File: config.mk
export PLATFORM = sky130hd
export DESIGN_NAME = sram_cluster_read_encoder
export DESIGN_NICKNAME = d
export VERILOG_FILES = /design/src/rtl/sram_cluster_read_encoder.sv
export SDC_FILE = /design/constraint.sdc
export NUM_CORES = 1
export LEC_CHECK = 0
export ABC_AREA = 1
export BUFFER_PORTS_ARGS = -buffer_cell sky130_fd_sc_hd__buf_4
export CAP_MARGIN = 20
export CORE_ASPECT_RATIO = 1.2
export CORE_UTILIZATION = 25
export CTS_CLUSTER_SIZE = 14
export DETAILED_ROUTE_END_ITERATION = 7
export PLACE_DENSITY_LB_ADDON = 0.15
export SETUP_SLACK_MARGIN = 0.02
export SYNTH_ARGS = -nofsm -noshare
export SYNTH_HDL_FRONTEND = slang
export SYNTH_SLANG_ARGS = --single-unit
File: constraint.sdc
create_clock -name clk -period 2.2 [get_ports clk]
set_input_delay 0.66 -clock clk [delete_from_list [all_inputs] [get_ports clk]]
set_output_delay 0.66 -clock clk [all_outputs]
set_load 0.03 [all_outputs]
File: src/rtl/sram_cluster_read_encoder.sv
// ---------------------------------------------------------------------------
// sram_cluster_read_encoder
//
// Read-return path of the SRAM cluster. Each read issued to the four
// byte-wide macros carries a tag {mode, unit_2_4_dec_sel, bit_sel} down a
// pipeline matched to the macro read latency. When the tag reaches the last
// stage the macro data is valid, and the byte lanes are reassembled into a
// right-justified 32-bit fabric word. This undoes the byte-lane mapping of
// the write-side cluster decoder.
//
// Parameters:
//   READ_LATENCY      cycles from rd_req until dout_* is valid (1..4)
//
// Ports:
//   clk               cluster clock
//   rst               synchronous, active-high reset
//   rd_req            read issued to the macros this cycle
//   unit_2_4_dec_sel  macro/half select for this read
//   bit_sel           sub-byte field select for c4/c2/c1
//   c32..c1           width configuration, sampled with rd_req
//   dout_A..dout_D    macro read data
//   d_fabric_out      reassembled read word, zero-extended
//   rd_valid          one-cycle pulse marking new data on d_fabric_out
//   rd_pending        reads issued but not yet returned on rd_valid
//
// Configuration macro:
//   SRAM_CLUSTER_RD_BYPASS_EN  when defined, the output register is removed.
//                              d_fabric_out and rd_valid then come straight
//                              from the last pipeline stage, and
//                              d_fabric_out is 0 whenever rd_valid is 0.
// ---------------------------------------------------------------------------
module sram_cluster_read_encoder #(
    parameter int READ_LATENCY = 1
) (
    input  logic        clk,
    input  logic        rst,
    input  logic        rd_req,
    input  logic [1:0]  unit_2_4_dec_sel,
    input  logic [2:0]  bit_sel,
    input  logic        c32,
    input  logic        c16,
    input  logic        c8,
    input  logic        c4,
    input  logic        c2,
    input  logic        c1,
    input  logic [7:0]  dout_A,
    input  logic [7:0]  dout_B,
    input  logic [7:0]  dout_C,
    input  logic [7:0]  dout_D,
    output logic [31:0] d_fabric_out,
    output logic        rd_valid,
    output logic [2:0]  rd_pending
);

    typedef enum logic [2:0] {
        MODE_C32,
        MODE_C16,
        MODE_C8,
        MODE_C4,
        MODE_C2,
        MODE_C1
    } mode_t;

    typedef struct packed {
        mode_t      mode;
        logic [1:0] sel;
        logic [2:0] bit_sel;
    } tag_t;

    mode_t                   req_mode;
    tag_t                    tag_q [READ_LATENCY];
    logic [READ_LATENCY-1:0] vld_q;
    tag_t                    last_tag;
    logic                    last_vld;
    logic [7:0]              lane_byte;
    logic [7:0]              pair_shift;
    logic [31:0]             assembled;

    // Collapse the one-hot-ish width flags into a single mode. The widest
    // flag wins. With no flag set, the read is treated as a plain byte read.
    always_comb begin
        req_mode = MODE_C8;
        if (c32)      req_mode = MODE_C32;
        else if (c16) req_mode = MODE_C16;
        else if (c8)  req_mode = MODE_C8;
        else if (c4)  req_mode = MODE_C4;
        else if (c2)  req_mode = MODE_C2;
        else if (c1)  req_mode = MODE_C1;
    end

    // Tag pipeline. One stage per cycle of macro latency. Tags are captured
    // at issue, so the mode and select inputs are free to change on the
    // following cycle. Only the valid bits need a reset. Clearing them
    // drops every read that is in flight.
    always_ff @(posedge clk) begin
        if (rst) begin
            vld_q <= '0;
        end else begin
            vld_q[0] <= rd_req;
            for (int i = 1; i < READ_LATENCY; i++) begin
                vld_q[i] <= vld_q[i-1];
            end
        end
        tag_q[0] <= '{mode: req_mode, sel: unit_2_4_dec_sel, bit_sel: bit_sel};
        for (int i = 1; i < READ_LATENCY; i++) begin
            tag_q[i] <= tag_q[i-1];
        end
    end

    assign last_tag = tag_q[READ_LATENCY-1];
    assign last_vld = vld_q[READ_LATENCY-1];

    // Reassemble the returning macro data according to the tag in the last
    // stage. The sub-byte modes first pick a byte lane in the same way as c8,
    // and then extract their field from that lane. The result lands in the
    // LSBs of the word.
    always_comb begin
        case (last_tag.sel)
            2'd0:    lane_byte = dout_A;
            2'd1:    lane_byte = dout_B;
            2'd2:    lane_byte = dout_C;
            default: lane_byte = dout_D;
        endcase
        pair_shift = lane_byte >> {last_tag.bit_sel[1:0], 1'b0};
        case (last_tag.mode)
            MODE_C32: assembled = {dout_A, dout_B, dout_C, dout_D};
            MODE_C16: assembled = last_tag.sel[0] ? {16'b0, dout_C, dout_D}
                                                  : {16'b0, dout_A, dout_B};
            MODE_C4:  assembled = {28'b0, last_tag.bit_sel[0] ? lane_byte[7:4]
                                                              : lane_byte[3:0]};
            MODE_C2:  assembled = {30'b0, pair_shift[1:0]};
            MODE_C1:  assembled = {31'b0, lane_byte[last_tag.bit_sel]};
            default:  assembled = {24'b0, lane_byte};
        endcase
    end

`ifdef SRAM_CLUSTER_RD_BYPASS_EN
    // The data-valid cycle drives the fabric directly. The output is forced
    // to zero between returns so the fabric never sees stale lanes.
    assign rd_valid     = last_vld;
    assign d_fabric_out = last_vld ? assembled : 32'b0;
`else
    // The output register adds one cycle. d_fabric_out keeps the last
    // returned word between pulses.
    always_ff @(posedge clk) begin
        if (rst) begin
            rd_valid     <= 1'b0;
            d_fabric_out <= 32'b0;
        end else begin
            rd_valid <= last_vld;
            if (last_vld) begin
                d_fabric_out <= assembled;
            end
        end
    end
`endif

    // Outstanding-read counter. It counts up on issue and down on the
    // rd_valid pulse. When a read is issued and another returns in the same
    // cycle, the two cancel and the count does not change.
    always_ff @(posedge clk) begin
        if (rst) begin
            rd_pending <= 3'd0;
        end else begin
            case ({rd_req, rd_valid})
                2'b10:   rd_pending <= rd_pending + 3'd1;
                2'b01:   rd_pending <= rd_pending - 3'd1;
                default: rd_pending <= rd_pending;
            endcase
        end
    end

endmodule

==> impl_metrics.ini <==
[timing]
slew_viol_final = 0
fin_tns_setup_ps = 0
grt_setup_unrepaired = no
max_clock_skew_ps = 5.32
tightest_slew_ps = 708
final_hold_vios = 0
final_min_period_over_clock_period_pct = 85.0
finalSetupViolCount = 0
timing.final.crit_period_ps = 1870
clock.fmax_mhz = 535
postLayoutSetupSlackWorst_ps = 330
worst_rel_slew_slack_pct = 52.6

[setup_path]
crit_path_max_incr_delay_ps = 320
critPathCaptureType = register
worst_path_max_delay_cell = sky130_fd_sc_hd__dfxtp_1
critical_path_buf_inv_count = 2
worst-path-max-fanout = 20
timing.critical_path.arrival_ps = 2060
critical-path-top-cell-by-count = sky130_fd_sc_hd__nand2_1
crit_family = simple AND/OR/NAND/NOR gates
timing.critical_path.cells = buf_4, clkinv_1, nand2_1, nand3_1, nand3_1, nand2_1, nand2_1, nand2_1, nand2_1, nor2_1, nor2_1, nand2_1, nand2_1, a21oi_2
crit_path_start_kind = register
critPathKind = register to register
required_arrival_time_at_the_worst_endpoint_ps = 2390

[grt]
number_of_global_route_vias_before_repair = 2435
largest_net_degree_at_the_start_of_global_routing = 36
grt_first_pass_wirelength_um = 12300
globalRoute.totalOverflow = 0
initial_antenna_violation_count = 0
grt_util_all_layers_pct = 15.9

[yosys]
netlist_top_cells_count = sky130_fd_sc_hd__nand2_1 (112), sky130_fd_sc_hd__dfxtp_1 (45), sky130_fd_sc_hd__a21oi_1 (39), sky130_fd_sc_hd__inv_1 (37), sky130_fd_sc_hd__o21ai_0 (34)
synthMostInstantiatedCell = sky130_fd_sc_hd__nand2_1
synth_edf_count = 0
syn-instance-count = 364
mappedNetlistNets = 412
synth_cell_types = 33
synth_top_area_cell = sky130_fd_sc_hd__dfxtp_1
netlist_area_um2 = 2400
netlist_top_cells_area = sky130_fd_sc_hd__dfxtp_1 (38%), sky130_fd_sc_hd__nand2_1 (18%), sky130_fd_sc_hd__a21oi_1 (8.1%)
ys_warn_count = 0
syn_area_per_cell_um2 = 6.58
netlist.area_leader.share_pct = 37.6
synth_flop_cell = sky130_fd_sc_hd__dfxtp_1
ys_seq_elements = 45
ys_async_sr_fraction_pct = 0
synth_seq_area_share_pct = 37.6

[power]
p_leak_uw = 0.00154
cell_internal_pwr_uw = 1430
power.share.clock_pct = 32.2
comb_power_share_pct = 24.6
vdd_drop_max_mv = 0.394
power_switching_share_pct = 31.0
seq_power_share_pct = 43.3
power_switching_uw = 642
power-per-cell-area_nw_per_um2 = 640

[final_layout]
areaGrowthSynthToFinish_pct = 34.9
final_cell_count_no_fill = 564
post_route_cells_drive_above_1_share_pct = 24.5
nets = 491
antennaDiodeCount = 0
final_instance_area_um2 = 3230
filler_cell_count = 1036

[die]
die_w_um = 91.4
die_h_um = 109
initial_core_util_pct = 26.1
design.portCount = 82
core_area_um2 = 9180
floorplan.die_area_um2 = 9980
placement_rows = 38

[place]
place_ws_ps = 202
placed_cells = 556
hpwlAfterDp_um = 6220
gp_congestion = 0.839
placement.io_buffers = 81
placedInstanceArea_um2 = 3110

[drt]
detailroute.via_count = 2612
initialDrtViolationCount = 117
route.detailed.vias_per_inst = 4.63
ant_nets = 0
drt_drc_violations_left = 0
drt_first_pass_iters = 5
routed_wirelength_um = 7750
wl_per_cell_um = 13.7

[clock_tree]
clock-sinks = 45
root_buffer = sky130_fd_sc_hd__clkbuf_8
clkLatencyLatePin_ps = 300
clockBufferDepth = 2
cts_tree = built
post_cts_resize_count = 0
postCtsSetupRepairBufs = 0
cts_inserted_buffers = 5
clk_pin_slew_worst_paths_ps = 80
ctsHtreeMaxLevel = 2
cts_hold_buffers = 0

[run_status]
outcome = completed

[hold_path]
worstHoldPathType = input pin to register

[job]
timing.max_cap.violations = 0
registers in the layout, indices dropped and copies added, names as in the netlist:
name / flops
last_vld: 1
rd_valid: 1
tag_q: 8
rd_pending: 3
d_fabric_out: 32
path summary, 6_finish.rpt:
check / from / end / slack (ps) / cells after the start
worst max-delay path: tag_q[0][3] / d_fabric_out[0] / 330 / 14
worst max register to register: tag_q[0][3] / d_fabric_out[0] / 330 / 14
worst min-delay path: bit_sel[1] / tag_q[0][1] / 460 / 1
worst min register to register: d_fabric_out[11] / d_fabric_out[11] / 470 / 2
layout by cell type, fill, tap and decap left out, types with 3 or more instances in the layout:
cell type,count
sky130_fd_sc_hd__nand2_1,112
sky130_fd_sc_hd__buf_4,86
sky130_fd_sc_hd__dfxtp_1,45
sky130_fd_sc_hd__a21oi_1,39
sky130_fd_sc_hd__inv_1,37
sky130_fd_sc_hd__o21ai_0,34
sky130_fd_sc_hd__nand3_1,31
sky130_fd_sc_hd__nor2_1,13
sky130_fd_sc_hd__clkbuf_8,6
sky130_fd_sc_hd__o22ai_1,4
sky130_fd_sc_hd__o21ai_1,4
sky130_fd_sc_hd__o211ai_1,4
sky130_fd_sc_hd__inv_2,3
logic make-up after synthesis:
| logic type | count (synthesis) | synth area share (%) |
|---|---|---|
| buffers and inverters | 55 | 9.76 |
| flip-flops | 45 | 37.6 |
| AO/OA/AOI/OAI | 92 | 20.9 |
| adder cells (fa/ha/maj) | 2 | 1.36 |
| AND/OR/NAND/NOR | 170 | 30.3 |
routing by layer:
metal  track usage [%]  up-vias  part of all wire (%)
li1                  -     1344                     -
met1              19.4     1190                    45
met2              28.7       66                    49
met4              4.88        0                   2.0
met3              2.44       12                   4.5
met5                 0        -                     0
metrics by stage:
stage	utilization [%]	hold slack, ps	power [uW]
5_1_grt	35.2	447	2200
6_report	35.2	462	2070
2_1_floorplan	-	584	1220
3_5_place_dp	33.9	458	1430
4_1_cts	35.2	447	2110
3_3_place_gp	33.9	460	1430
cell type report:
class	count	area (um2)	area share, %
flip-flops and latches	45	901	27.9
inverters	41	154	4.76
clock inverters	2	37.5	1.16
well taps	120	150	4.65
multi-input cells	264	1260	39.0
repair buffers	86	646	20.0
clock buffers	6	82.6	2.56
power groups by stage:
stage          sequential [uW]  combinational, uW  clock (uW)
6_report                   895                509         666
5_1_grt                    903                560         735
4_1_cts                    897                515         697
3_5_place_dp               916                513           0
3_3_place_gp               916                512           0
2_1_floorplan              987                230           0
Note: power is estimated with default switching activity, not from simulation.
